==> src/rtl/dphy_receiver.sv <==
// Single-lane MIPI D-PHY HS receiver: DDR-samples one data lane, hunts for the
// 0xB8 sync byte at either bit alignment, then deserialises LSB-first bytes.
module dphy_receiver (
   input  logic       clock_p,
   input  logic       reset,
   input  logic       data_p,
   output logic [7:0] data,
   output logic       enable
);

   typedef enum logic {
      HUNT    = 1'b0,
      RECEIVE = 1'b1
   } state_t;

   localparam logic [7:0] SYNC_BYTE = 8'hB8;

   state_t      r_state;
   state_t      w_state_next;
   logic        r_neg_bit;
   logic        r_pos_bit;
   logic        r_pair_vld;
   logic [15:0] r_hist;
   logic [4:0]  r_fill;
   logic [2:0]  r_bit_cnt;
   logic        r_odd;

   logic [15:0] w_hist_next;
   logic [4:0]  w_fill_next;
   logic        w_even_hit;
   logic        w_odd_hit;
   logic [3:0]  w_cnt_sum;
   logic [2:0]  w_bit_cnt_next;
   logic        w_odd_next;
   logic        w_byte_done;
   logic [7:0]  w_byte;

   // Later bit of each pair is captured on the falling edge.
   always_ff @(negedge clock_p or negedge reset) begin
      if (!reset) begin
         r_neg_bit <= 1'b0;
      end else begin
         r_neg_bit <= data_p;
      end
   end

   // History shifts toward bit 0; bit 15 is always the newest bit on the wire.
   always_comb begin
      w_hist_next = {r_neg_bit, r_pos_bit, r_hist[15:2]};
      w_fill_next = (r_fill >= 5'd15) ? 5'd16 : r_fill + 5'd2;
      w_even_hit  = (w_fill_next >= 5'd8) && (w_hist_next[15:8] == SYNC_BYTE);
      w_odd_hit   = (w_fill_next >= 5'd9) && (w_hist_next[14:7] == SYNC_BYTE);
      w_byte      = r_odd ? w_hist_next[14:7] : w_hist_next[15:8];
      w_cnt_sum   = {1'b0, r_bit_cnt} + 4'd2;
   end

   // Odd alignment starts the counter at 1: one payload bit is already held.
   always_comb begin
      w_state_next   = r_state;
      w_bit_cnt_next = r_bit_cnt;
      w_odd_next     = r_odd;
      w_byte_done    = 1'b0;
      if (r_pair_vld) begin
         case (r_state)
            HUNT: begin
               if (w_even_hit) begin
                  w_state_next   = RECEIVE;
                  w_bit_cnt_next = 3'd0;
                  w_odd_next     = 1'b0;
               end else if (w_odd_hit) begin
                  w_state_next   = RECEIVE;
                  w_bit_cnt_next = 3'd1;
                  w_odd_next     = 1'b1;
               end
            end
            RECEIVE: begin
               w_bit_cnt_next = w_cnt_sum[2:0];
               w_byte_done    = w_cnt_sum[3];
            end
            default: begin
               w_state_next = HUNT;
            end
         endcase
      end
   end

   always_ff @(posedge clock_p or negedge reset) begin
      if (!reset) begin
         r_state    <= HUNT;
         r_pos_bit  <= 1'b0;
         r_pair_vld <= 1'b0;
         r_hist     <= 16'h0000;
         r_fill     <= 5'd0;
         r_bit_cnt  <= 3'd0;
         r_odd      <= 1'b0;
         data       <= 8'h00;
         enable     <= 1'b0;
      end else begin
         r_pos_bit  <= data_p;
         r_pair_vld <= 1'b1;
         if (r_pair_vld) begin
            r_hist <= w_hist_next;
            r_fill <= w_fill_next;
         end
         r_state   <= w_state_next;
         r_bit_cnt <= w_bit_cnt_next;
         r_odd     <= w_odd_next;
         enable    <= w_byte_done;
         if (w_byte_done) begin
            data <= w_byte;
         end
      end
   end

endmodule

==> config.mk <==
export PLATFORM = sky130hd
export DESIGN_NAME = dphy_receiver
export DESIGN_NICKNAME = d
export VERILOG_FILES = /design/src/rtl/dphy_receiver.sv
export SDC_FILE = /design/constraint.sdc
export NUM_CORES = 1
export LEC_CHECK = 0
export CORE_MARGIN = 3
export CORE_UTILIZATION = 35
export CTS_CLUSTER_SIZE = 28
export DETAILED_ROUTE_END_ITERATION = 8
export SYNTH_ARGS = -nofsm -noshare
export SYNTH_HDL_FRONTEND = slang
export SYNTH_SLANG_ARGS = --single-unit
==> constraint.sdc <==
create_clock -name clock_p -period 2.46 [get_ports clock_p]
set_input_delay 0.246 -clock clock_p [delete_from_list [all_inputs] [get_ports clock_p]]
set_output_delay 0.246 -clock clock_p [all_outputs]
set_load 0.1 [all_outputs]
==> parameters.txt, run 1 <==
Parameter                              Value

Run status
  Result of the run    finished with violations
  Violated checks    negative setup slack

Yosys
  Synthesized flop and latch total    28
  Warnings, synthesis    0
  Nets in the synthesized netlist    121
  Mean Syn Cell Area    11.0 µm²
  Netlist area before placement    1280 µm²
  Syn Inst Count    116
  Post-synthesis sequential area ratio    0.547
  Number of distinct standard cells referenced by the synthesized netlist    33

Final layout
  Most used cells in the layout excluding fill and tap cells    27 x sky130_fd_sc_hd__dfrtp_1, 14 x sky130_fd_sc_hd__nand2_1, 12 x sky130_fd_sc_hd__o21ai_0, 12 x sky130_fd_sc_hd__buf_4, 9 x sky130_fd_sc_hd__mux2i_1
  Relative area change from synthesis to final layout    17.5%
  Number of nets in the layout    136
  Layout fillers    345
  Layout cells sized above 1    0.223
  Non-filler cells in the finished layout    176
  Most frequent standard cell in the layout excluding fill and tap cells    sky130_fd_sc_hd__dfrtp_1
  Ant. Diodes    0

Floorplan
  Die outline height    66.5 µm
  Standard-cell row count    21
  Top-Level Pins    12
  Chip Width    66.5 µm
  Initial cell density of the core    0.372
  Area of the core region    3440 µm²
  Die Area    4420 µm²

Timing
  Final Setup Violations    4
  Final clock skew    0.00876 ns
  Unrepaired setup endpoints after global routing    yes
  Total negative slack for setup checks    -0.651 ns
  Max transition margin    0.619
  Total count of hold-check failures in the final report    0
  Actual slew at the worst max-slew pin    0.571 ns
  Pins Over Slew Limit    0
  Min setup slack post-route    -0.235 ns

Placed design
  Post-Place Cells    172
  Number of buffers added on ports    11
  GP Congestion    0.705
  Total half-perimeter wirelength after legalization and detailed placement    1680 µm
  Post-place setup slack    -0.258 ns

CTS
  Root buffer selected by CTS    sky130_fd_sc_hd__clkbuf_8
  Number of clock sinks seen by CTS    28
  TritonCTS clock tree    done
  H-tree depth    1
  Count of buffers added by post-CTS timing repair for setup    0
  Clock latency on the worst-skew pair    0.28 ns
  Clock tree buffer depth    2
  Total CTS buffers    3
  Clock-pin transition on the worst setup and hold timing paths    0.09 ns

Global routing
  Maximum number of pins on one net before global-route repair    28
  Number of antenna violations at the first check in global routing    0
  GRT Residual Overflow    0
  Via count of the first global-routing pass    936
  First-pass GRT wire length    4350 µm
  GRT Overall Usage    0.133

Setup path
  Startpoint of the worst-slack reg-to-reg timing path    r_neg_bit$_DFF_NN0_
  Worst Setup Path Type    reg2reg
  Worst Setup Start Kind    flip-flop
  Depth of the most critical reg-to-reg path    3
  Crit. End Element    flip-flop
  Data required time of the critical path    2.64 ns
  Source of the critical timing path    r_neg_bit$_DFF_NN0_
  Largest fanout on the critical path    2
  Arrival @ worst endpoint    2.87 ns
  Reg2reg setup slack    -0.23 ns
  Crit Reg-Reg Endpoint    r_odd$_DFFE_PN0P_

Pwr
  Power per cell area    1160 nW/µm²
  Sequential Power Share    0.403
  Internal power    0.000931 W
  NetSw    0.000821 W
  Portion of total power attributed to the clock network    0.164
  Standby leakage power    0.658 nW
  Max rail drop VDD    0.000476 V
  Proportion of total power due to net switching    0.469
  Portion of total power attributed to combinational logic    0.434

Detailed routing
  Number of optimization iterations in the first detailed-route pass    4
  DRC Markers    0
  DRC marker count from the first detailed-route iteration    37
  Detailed-route wire length    2420 µm
  Via Count    890
  Antenna viol nets, final    0
  Wirelength per Cell    13.7 µm
  Via count normalized by instance count    5.06

Worst hold path
  HP Class    in2async

Flow run
  Max_cap viols    0
[cells by family (layout without fill, tap and decap cells)]
| kind of cell | after synthesis | in the layout | share of synthesized area |
|---|---|---|---|
| other | 1 | 1 | 0.00293 |
| flip-flops | 28 | 28 | 0.547 |
| adder cells (fa/ha/maj) | 2 | 2 | 0.0195 |
| AND/OR/NAND/NOR | 36 | 36 | 0.157 |
| multiplexers | 16 | 16 | 0.132 |
| buffers and inverters | 8 | 22 | 0.0234 |
| AO/OA/AOI/OAI | 25 | 25 | 0.118 |
[Yosys cell counts]
master,count,area (µm²)
sky130_fd_sc_hd__dfrtp_1,27,676
sky130_fd_sc_hd__nand2_1,14,52.6
sky130_fd_sc_hd__o21ai_0,13,65.1
sky130_fd_sc_hd__mux2i_1,9,90.1
sky130_fd_sc_hd__mux2_2,7,78.8
sky130_fd_sc_hd__clkbuf_1,4,15.0
sky130_fd_sc_hd__inv_1,4,15.0
sky130_fd_sc_hd__nor2_1,4,15.0
sky130_fd_sc_hd__a21oi_1,3,15.0
sky130_fd_sc_hd__and2_1,3,18.8
sky130_fd_sc_hd__nand3_1,3,15.0
sky130_fd_sc_hd__a211oi_1,2,15.0
sky130_fd_sc_hd__ha_1,2,25.0
sky130_fd_sc_hd__nand2b_1,2,12.5
sky130_fd_sc_hd__a21o_1,1,7.51
sky130_fd_sc_hd__and2_2,1,7.51
sky130_fd_sc_hd__and3_1,1,6.26
sky130_fd_sc_hd__conb_1,1,3.75
sky130_fd_sc_hd__dfrtn_1,1,25.0
sky130_fd_sc_hd__nand3b_1,1,7.51
sky130_fd_sc_hd__nand4bb_1,1,11.3
sky130_fd_sc_hd__nor3_1,1,5.00
sky130_fd_sc_hd__nor4bb_1,1,10.0
sky130_fd_sc_hd__o21a_1,1,7.51
sky130_fd_sc_hd__o21ai_2,1,8.76
sky130_fd_sc_hd__o21bai_1,1,7.51
sky130_fd_sc_hd__o2bb2ai_1,1,8.76
sky130_fd_sc_hd__o311ai_1,1,8.76
sky130_fd_sc_hd__o31ai_1,1,7.51
sky130_fd_sc_hd__or4_1,1,7.51
sky130_fd_sc_hd__or4_4,1,11.3
sky130_fd_sc_hd__or4b_2,1,10.0
sky130_fd_sc_hd__or4bb_1,1,11.3
[layer usage]
metal	vias up	share of wire	GRT usage
met3	5	0.028	0.0270
met5	-	0	0
met1	435	0.46	0.159
met2	10	0.48	0.219
met4	0	0.026	0.0761
li1	440	-	-
[power by group through the flow]
stage                     logic [W]  registers (W)  clock network (W)
final                      0.000760       0.000706           0.000287
after global routing       0.000814       0.000727           0.000317
after detailed placement   0.000761       0.000716                  0
after CTS                  0.000766       0.000706           0.000301
after floorplan            0.000217        0.00108                  0
after global placement     0.000753       0.000707                  0
[timing repair]
action | in CTS | in global routing
gates resized for setup | 3 | 1
setup endpoints to repair | 4 | 4
hold buffers | 0 | 0
endpoints found under the hold margin | 0 | 0
pin swaps | 1 | 0
[how the worst max path moves through the flow]
stage / depth (start not counted) / endpoint / slack (ns)
3_3_place_gp: 4 / r_bit_cnt[1]$_DFFE_PN0P_ / -0.22
3_5_place_dp: 4 / r_bit_cnt[1]$_DFFE_PN0P_ / -0.26
2_1_floorplan: 3 / r_odd$_DFFE_PN0P_ / -0.23
4_1_cts: 3 / r_odd$_DFFE_PN0P_ / -0.24
6_report: 3 / r_odd$_DFFE_PN0P_ / -0.23
5_1_grt: 3 / r_odd$_DFFE_PN0P_ / -0.30
[per-stage QoR]
stage               cell area [µm²]   util  power [W]  hold slack (ns)
floorplan                      1280      -    0.00129          -0.0496
global placement               1430  0.417    0.00146            0.465
detailed placement             1430  0.417    0.00148            0.473
CTS                            1500  0.435    0.00177            0.429
global route                   1510  0.437    0.00186            0.418
finish                         1510  0.437    0.00175            0.430
[state kept, by name, indices dropped and copies added (netlist names)]
name and flops:
data 8, r_hist 7, r_fill 5, r_bit_cnt 2, enable 1, r_neg_bit 1, r_odd 1, r_pair_vld 1
r_pos_bit 1, r_state 1
[worst max-delay path, stage by stage, from the launching register on]
cell                      delay [ns]
sky130_fd_sc_hd__dfrtn_1        0.40
sky130_fd_sc_hd__or4bb_1        0.41
sky130_fd_sc_hd__or4_1          0.40
sky130_fd_sc_hd__and3_1         0.15
[area by class of cell]
| cell class | instances | area [µm²] | share of cell area |
|---|---|---|---|
| well taps | 46 | 57.6 | 0.0382 |
| inverters | 4 | 15.0 | 0.00998 |
| clock buffers | 4 | 55.1 | 0.0366 |
| flip-flops and latches | 28 | 701 | 0.466 |
| repair buffers | 14 | 110 | 0.0732 |
| multi-input cells | 80 | 567 | 0.377 |
Note: power is estimated with default switching activity, not from simulation.
==> run 2: changes to the inputs <==
- CORE_MARGIN: 3 -> 2
==> parameters.txt, run 2 (same netlist as run 1, synthesis figures left out) <==
Parameter                              Value

Placed design
  DP Area    1430 µm²
  Post-place setup slack    -0.308 ns
  GP Congestion    0.839
  Post-Place Cells    172
  Number of buffers added on ports    11
  Total half-perimeter wirelength after legalization and detailed placement    1710 µm

Final layout
  Biggest regs    data x8, r_hist x7, r_fill x5
  Register with the most flip-flops    data
  Non-filler cells in the finished layout    177
  Layout cells sized above 1    0.221
  Most frequent standard cell in the layout excluding fill and tap cells    sky130_fd_sc_hd__dfrtp_1
  Final std cell area, no fill    1490 µm²
  Number of nets in the layout    137
  Register area    701 µm²
  Layout fillers    346
  Max reg flops    8
  Most used cells in the layout excluding fill and tap cells    27 x sky130_fd_sc_hd__dfrtp_1, 14 x sky130_fd_sc_hd__nand2_1, 13 x sky130_fd_sc_hd__buf_4, 12 x sky130_fd_sc_hd__o21ai_0, 9 x sky130_fd_sc_hd__mux2i_1
  Area used by multi-input combinational logic    571 µm²
  Relative area change from synthesis to final layout    16.1%
  Ant. Diodes    0

Detailed routing
  Met1 layer wirelength in the final routing    1100 µm
  Antenna viol nets, final    0
  Met3 WL    88 µm
  Max layer used    met4
  Met2 WL post-DR    1230 µm
  DRC marker count from the first detailed-route iteration    33
  Number of optimization iterations in the first detailed-route pass    4
  Via Count    915
  Wirelength per Cell    13.9 µm
  Detailed-route wire length    2450 µm
  DRC Markers    0
  Via count normalized by instance count    5.17

Setup path
  Largest fanout on the critical path    2
  Worst Setup Path Type    reg2reg
  Worst Setup Start Kind    flip-flop
  Crit. End Element    flip-flop
  Data required time of the critical path    2.70 ns
  Arrival @ worst endpoint    2.93 ns
  Startpoint of the worst-slack reg-to-reg timing path    r_neg_bit$_DFF_NN0_
  Source of the critical timing path    r_neg_bit$_DFF_NN0_

Global routing
  Via count of the first global-routing pass    923
  GRT Overall Usage    0.134
  Number of antenna violations at the first check in global routing    0
  First-pass GRT wire length    4260 µm
  Maximum number of pins on one net before global-route repair    28
  GRT Residual Overflow    0

CTS
  Clock tree buffer depth    2
  # hold bufs at CTS    0
  Number of clock sinks seen by CTS    28
  Total CTS buffers    3
  Root buffer selected by CTS    sky130_fd_sc_hd__clkbuf_4
  TritonCTS clock tree    done
  Clock-pin transition on the worst setup and hold timing paths    0.15 ns
  H-tree depth    1
  Clock latency on the worst-skew pair    0.33 ns

Pwr
  Portion of total power attributed to the clock network    0.115
  Proportion of total power due to net switching    0.488
  NetSw    0.000817 W
  Standby leakage power    0.649 nW
  Power per cell area    1120 nW/µm²
  Max rail drop VDD    0.000410 V
  Portion of total power attributed to combinational logic    0.462
  Internal power    0.000855 W
  Sequential Power Share    0.423

Floorplan
  Initial cell density of the core    0.375
  Die Area    4160 µm²
  Die outline height    64.5 µm
  Chip Width    64.5 µm
  Top-Level Pins    12
  Standard-cell row count    21
  Area of the core region    3420 µm²

Timing
  Total negative slack for setup checks    -0.731 ns
  Max transition margin    0.591
  Final clock skew    0.0175 ns
  Final Setup Violations    4
  Min setup slack post-route    -0.225 ns
  Total count of hold-check failures in the final report    0
  Pins Over Slew Limit    0
  Actual slew at the worst max-slew pin    0.612 ns
  Unrepaired setup endpoints after global routing    yes
  Smallest hold slack    0.364 ns

Run status
  Violated checks    negative setup slack
  Result of the run    finished with violations

Flow run
  Max_cap viols    0

Worst hold path
  HP Class    in2async
==> run 2: cell types whose count changed in the layout (fill, tap and decap cells not counted), sizes merged <==
cell / delta
buf: +1
==> run 2: metal layers <==
| metal | vias up | global-route usage |
|---|---|---|
| met5 | - | 0 |
| met4 | 0 | 0.0559 |
| met3 | 2 | 0.0330 |
| met2 | 13 | 0.232 |
| met1 | 462 | 0.157 |
| li1 | 438 | - |
==> run 2: area by class of cell <==
cell class / instances / area share
clock buffers: 4 / 0.0177
inverters: 4 / 0.0101
multi-input cells: 80 / 0.384
flip-flops and latches: 28 / 0.471
well taps: 46 / 0.0387
repair buffers: 15 / 0.0791
==> run 2: what timing repair did <==
| item | CTS | global route |
|---|---|---|
| gates resized for setup | 2 | 2 |
| endpoints found under the setup margin | 4 | 4 |
| buffers inserted | 0 | 1 |
| endpoints found under the hold margin | 0 | 0 |
==> run 2: power by group through the flow <==
stage	clock network, W	registers (W)	logic, W
global route	0.000223	0.000727	0.000829
finish	0.000192	0.000707	0.000773
floorplan	0	0.00108	0.000217
global placement	0	0.000705	0.000752
CTS	0.000203	0.000707	0.000771
detailed placement	0	0.000718	0.000767
==> run 2: metrics by stage <==
step                       util  total power, W
after global placement    0.420         0.00146
after CTS                 0.429         0.00168
final                     0.436         0.00167
after floorplan               -         0.00129
after global routing      0.436         0.00178
after detailed placement  0.420         0.00149
==> run 2: final timing paths <==
path,cells after the start,slack (ns),to
worst min register to register,2,0.50,data[2]$_DFFE_PN0P_
max in group asynchronous,1,1.08,r_neg_bit$_DFF_NN0_
min in group clock_p,1,0.38,r_pos_bit$_DFF_PN0_
worst max-delay path,3,-0.23,r_odd$_DFFE_PN0P_
worst max register to register,3,-0.23,r_odd$_DFFE_PN0P_
worst min-delay path,2,0.36,enable$_DFF_PN0_
==> run 2: worst max-delay path: stages (launching register included) <==
cell	delay (ns)
sky130_fd_sc_hd__dfrtn_1	0.42
sky130_fd_sc_hd__or4bb_1	0.42
sky130_fd_sc_hd__or4_1	0.40
sky130_fd_sc_hd__and3_1	0.15
